[config.mk]
export PLATFORM = sky130hd
export DESIGN_NAME = riscv_ex_wb_buffer
export DESIGN_NICKNAME = d
export VERILOG_FILES = /design/src/rtl/riscv_ex_wb_buffer.sv
export SDC_FILE = /design/constraint.sdc
export NUM_CORES = 1
export LEC_CHECK = 0
export CAP_MARGIN = 15
export CORE_MARGIN = 1.5
export CORE_UTILIZATION = 50
export DETAILED_ROUTE_END_ITERATION = 6
export DONT_BUFFER_PORTS = 1
export GPL_TIMING_DRIVEN = 0
export MAX_ROUTING_LAYER = met4
export PLACE_DENSITY = 0.68
export SYNTH_ARGS = -nofsm -noshare
export SYNTH_HDL_FRONTEND = slang
export SYNTH_SLANG_ARGS = --single-unit
[constraint.sdc]
create_clock -name clk -period 4.35 [get_ports clk]
set_clock_uncertainty 0.1 [all_clocks]
set_input_delay 0.87 -clock clk [delete_from_list [all_inputs] [get_ports clk]]
set_output_delay 0.87 -clock clk [all_outputs]
set_load 0.02 [all_outputs]
[src/rtl/riscv_ex_wb_buffer.sv]
// EX-to-WB result buffer: a small circular FIFO that decouples the execute
// stage from write-back. It carries DIFT taint tags and offers register
// forwarding from the stored (not in-flight) entries.
module riscv_ex_wb_buffer #(
  parameter int unsigned DATA_WIDTH = 32,
  parameter int unsigned DEPTH      = 2,
  parameter int unsigned ADDR_WIDTH = 5,
  parameter bit          TAG_EN     = 1'b1
) (
  input  logic                      clk,
  input  logic                      rst,
  input  logic                      flush_i,
  // EX side
  input  logic                      ex_valid_i,
  output logic                      ex_ready_o,
  input  logic                      ex_we_i,
  input  logic [ADDR_WIDTH-1:0]     ex_waddr_i,
  input  logic [DATA_WIDTH-1:0]     ex_wdata_i,
  input  logic                      ex_tag_a_i,
  input  logic                      ex_tag_b_i,
  input  logic [1:0]                ex_tag_mode_i,
  // WB side
  output logic                      wb_valid_o,
  input  logic                      wb_ready_i,
  output logic                      wb_we_o,
  output logic [ADDR_WIDTH-1:0]     wb_waddr_o,
  output logic [DATA_WIDTH-1:0]     wb_wdata_o,
  output logic                      wb_tag_o,
  // Forwarding lookup
  input  logic [ADDR_WIDTH-1:0]     fwd_raddr_i,
  output logic                      fwd_hit_o,
  output logic [DATA_WIDTH-1:0]     fwd_wdata_o,
  output logic                      fwd_tag_o,
  // Occupancy
  output logic [$clog2(DEPTH):0]    count_o
);

  localparam int unsigned PtrW = $clog2(DEPTH);
  localparam int unsigned CntW = PtrW + 1;

  // Entry storage; only the control state is reset, stale entries are
  // masked by the occupancy counter.
  logic                  we_q    [DEPTH];
  logic [ADDR_WIDTH-1:0] waddr_q [DEPTH];
  logic [DATA_WIDTH-1:0] wdata_q [DEPTH];
  logic                  tag_q   [DEPTH];

  logic [PtrW-1:0] wr_ptr_q, wr_ptr_d;
  logic [PtrW-1:0] rd_ptr_q, rd_ptr_d;
  logic [CntW-1:0] count_q, count_d;

  logic push, pop;
  logic tag_new;
  logic not_empty;

  assign not_empty  = (count_q != '0);
  assign ex_ready_o = (count_q < CntW'(DEPTH));
  assign wb_valid_o = not_empty;
  assign count_o    = count_q;

  // Flush overrides both handshakes so nothing enters or leaves that cycle.
  assign push = ex_valid_i & ex_ready_o & ~flush_i;
  assign pop  = wb_valid_o & wb_ready_i & ~flush_i;

  // Tag propagation rule applied at push time.
  always_comb begin
    tag_new = 1'b0;
    unique case (ex_tag_mode_i)
      2'b00:   tag_new = ex_tag_a_i | ex_tag_b_i;
      2'b01:   tag_new = ex_tag_a_i;
      2'b10:   tag_new = 1'b0;
      default: tag_new = 1'b1;
    endcase
    if (!TAG_EN) tag_new = 1'b0;
  end

  // Next-state for pointers and occupancy.
  always_comb begin
    wr_ptr_d = wr_ptr_q;
    rd_ptr_d = rd_ptr_q;
    count_d  = count_q;
    if (flush_i) begin
      wr_ptr_d = '0;
      rd_ptr_d = '0;
      count_d  = '0;
    end else begin
      if (push) wr_ptr_d = wr_ptr_q + PtrW'(1);
      if (pop)  rd_ptr_d = rd_ptr_q + PtrW'(1);
      unique case ({push, pop})
        2'b10:   count_d = count_q + CntW'(1);
        2'b01:   count_d = count_q - CntW'(1);
        default: count_d = count_q;
      endcase
    end
  end

  // Control state register with asynchronous reset.
  always_ff @(posedge clk or posedge rst) begin
    if (rst) begin
      wr_ptr_q <= '0;
      rd_ptr_q <= '0;
      count_q  <= '0;
    end else begin
      wr_ptr_q <= wr_ptr_d;
      rd_ptr_q <= rd_ptr_d;
      count_q  <= count_d;
    end
  end

  // Entry write on push; pointers wrap naturally since DEPTH is a power of two.
  always_ff @(posedge clk) begin
    if (push) begin
      we_q[wr_ptr_q]    <= ex_we_i;
      waddr_q[wr_ptr_q] <= ex_waddr_i;
      wdata_q[wr_ptr_q] <= ex_wdata_i;
      tag_q[wr_ptr_q]   <= tag_new;
    end
  end

  // Head entry presented to WB, forced to zero while empty.
  always_comb begin
    wb_we_o    = 1'b0;
    wb_waddr_o = '0;
    wb_wdata_o = '0;
    wb_tag_o   = 1'b0;
    if (not_empty) begin
      wb_we_o    = we_q[rd_ptr_q];
      wb_waddr_o = waddr_q[rd_ptr_q];
      wb_wdata_o = wdata_q[rd_ptr_q];
      wb_tag_o   = tag_q[rd_ptr_q];
    end
  end

  // Forwarding scan from oldest to youngest; a later match overrides, so
  // the youngest writer of the register wins. x0 never forwards.
  always_comb begin
    logic [PtrW-1:0] idx;
    idx         = '0;
    fwd_hit_o   = 1'b0;
    fwd_wdata_o = '0;
    fwd_tag_o   = 1'b0;
    for (int unsigned k = 0; k < DEPTH; k++) begin
      idx = rd_ptr_q + PtrW'(k);
      if ((CntW'(k) < count_q) && we_q[idx] && (waddr_q[idx] == fwd_raddr_i) &&
          (fwd_raddr_i != '0)) begin
        fwd_hit_o   = 1'b1;
        fwd_wdata_o = wdata_q[idx];
        fwd_tag_o   = tag_q[idx];
      end
    end
  end

endmodule

==> results.yml <==
sta:
  worst_pin_slew_ns: 0.7155
  final-hold-violation-count: 0
  setup_viol: 0
  rsz0062_at_grt: "no"
  slew_headroom: 0.5225
  maxSlewViolCount: 0
  finalSetupTns_ns: 0
  min_period_over_period: 0.9546
  post-route-min-period_ns: 4.153
  fmax_ghz: 0.2408
synth:
  synth_area_leaders: "edfxtp_1, mux2i_1, and2_1"
  async_flop_share: 0.04878
  synth_edf_count: 78
  ys_warn_count: 0
  syn_area_per_cell_sq_um: 13.56
  synth.largest_area_cell: "edfxtp_1"
  ys_types: 32
  ys_seq_area_frac: 0.5424
  syn_nets: 386
  synth.top_cell.area_share: 0.5201
  ys_ff_latch: 82
  synth_flop_cell: "edfxtp_1"
  synthCells: 332
  syn_area_sq_um: 4503
clocking:
  cts-root-buf: "clkbuf_8"
  hold_buffers: 0
  cts_setup_buffers: 0
  clk_latency_ns: 0.34
  cts_buffer_depth: 2
  cts_resized: 0
  cts_tree: "done"
  clock_sinks: 82
  clk_pin_slew_ns: 0.08
  cts-buffers-inserted: 9
  htree_levels: 3
setup_path:
  worst-setup-path-type: "reg2out"
  cp.arrival_ns: 3.18
  worst-endpoint-required_ns: 3.38
  cp-end-kind: "output pin"
  path_cells: "inv_1 -> ha_1 -> clkbuf_1 -> nor2_2 -> and4_1 -> buf_2 -> buf_2 -> nand3_1 -> mux2i_1"
  crit_slowest_cell: "dfrtp_1"
  crit_path_max_incr_delay_ns: 0.48
  crit_fanout: 10
  crit_top_cell: "buf_2"
  crit_path_start_kind: "flip-flop"
  setup.reg_to_reg.worst_slack_ns: 1.77
placed_design:
  placed_cells: 446
  hpwl_um: 7069
  gp_congestion: 0.7416
  io_buffer_count: 0
  dpl-instance-area_sq_um: 4750
run_status:
  status: "finished, final reports clean"
cells_and_area:
  layout_common_cells: "edfxtp_1, mux2i_1, and2_1"
  final_area_sq_um: 4922
  fin_nets: 403
  antenna_cells: 0
  final_cells: 462
  drive_above_1_share: 0.1751
  synthToLayoutAreaGrowth_pct: 9.308
  layout_commonest_cell: "edfxtp_1"
floorplan:
  die_area_sq_um: 9584
  ios: 129
  die_w_um: 97.90
  core_sq_um: 8721
  rows: 34
  initial_core_util: 0.5164
  fp.dieH_um: 97.90
detailed_routing:
  remaining_drc_errors: 0
  firstDrtPassIters: 4
  vias: 2698
  drt-total-wl_um: 9758
  ant_nets: 0
  wl_per_cell_um: 21.12
  drt-vias-per-instance: 5.840
  drtIter0Drc: 83
global_route:
  first_global_vias: 2977
  grt_first_pass_wirelength_um: 15340
  grt_usage: 0.2155
  overflow: 0
  antenna_found_initial: 0
  grt_max_degree: 17
hold_path:
  hp-class: "in2async"
pwr:
  p_leak_uw: 0.001597
  peakVddDrop_uv: 260.8
  power_density_nw_per_um2: 503.1
run:
  cap_violations: 0
## flip-flops by register name, indices dropped and copies added, names as in the netlist
register,flops
count_o,2
rd_ptr_q,1
tag_q,2
waddr_q,10
wdata_q,64
we_q,2
wr_ptr_q,1
## layer usage
layer | global-route usage | share of wire | vias up
met5 | - | 0 | -
met4 | 0.07692 | 0.021 | 0
met3 | 0.05870 | 0.071 | 18
met2 | 0.3586 | 0.49 | 90
met1 | 0.2511 | 0.41 | 1334
li1 | - | - | 1256
## cell type report
type | count | area (sq um)
Inverter | 6 | 22.52
Multi-Input combinational cell | 220 | 1868
Clock buffer | 11 | 131.4
Clock inverter | 5 | 31.28
Buffer | 24 | 196.4
Sequential cell | 82 | 2442
Tap cell | 108 | 135.1
Timing Repair Buffer | 6 | 95.09
Fill cell | 720 | 3799
## path summary, 6_finish.rpt
kind / cells past startpoint / end / start
worst max-delay path: 9 / fwd_wdata_o[7] / count_o[1]
worst min register to register: 2 / wr_ptr_q / wr_ptr_q
min in group clk: 1 / count_o[0] / flush_i
worst min-delay path: 1 / count_o[1] / rst
max in group asynchronous: 1 / wr_ptr_q / rst
worst max register to register: 5 / wdata_q[1][16] / count_o[1]
## cell usage after synthesis (2+ instances only)
library cell  instances
nand2_1               2
inv_1                 6
mux2i_1              79
xor2_1                7
buf_12                3
nand3b_1              2
dfrtp_1               4
clkbuf_1              5
and2_1               31
nor3_1                2
edfxtp_1             78
mux2_1               16
buf_6                 6
mux2_2               15
nor2_1               13
nand3_1              29
ha_1                  2
nand4_1               3
buf_2                10
xnor2_1               7
## worst max-delay path, delay by kind of cell, from the launching register on
kind	cells	cell delay [ns]
DFF	1	0.48
muxes	1	0.44
adders and majority gates	1	0.26
and+or+nand+nor	3	0.67
buffers and inverters	4	0.98
## metrics by stage
stage	hold slack [ns]	power (uW)	setup slack, ns	util
4_1_cts	0.1891	2503	0.02302	0.5633
2_1_floorplan	0.4177	1819	0.06295	-
5_1_grt	0.1877	2609	0.01707	0.5644
3_3_place_gp	0.4332	1997	-1.898	0.5324
6_report	0.2006	2476	0.1973	0.5644
3_5_place_dp	0.5472	2033	0.4222	0.5446
## report_power, final
part	internal [uW]	total [uW]	leakage [uW]	switching (uW)
sequential	940	980	0.000765	39.8
combinational	353	1030	0.000759	677
clock	205	467	0.0000730	262
## cells by family after synthesis
kind of cell    synth area share
mux                       0.2562
simple gates              0.1103
flops                     0.5424
buf+inv                  0.04862
xor+xnor                 0.02723
compound gates          0.009724
fa+ha+maj               0.005556
No activity file was read; power rests on OpenSTA's default activity.
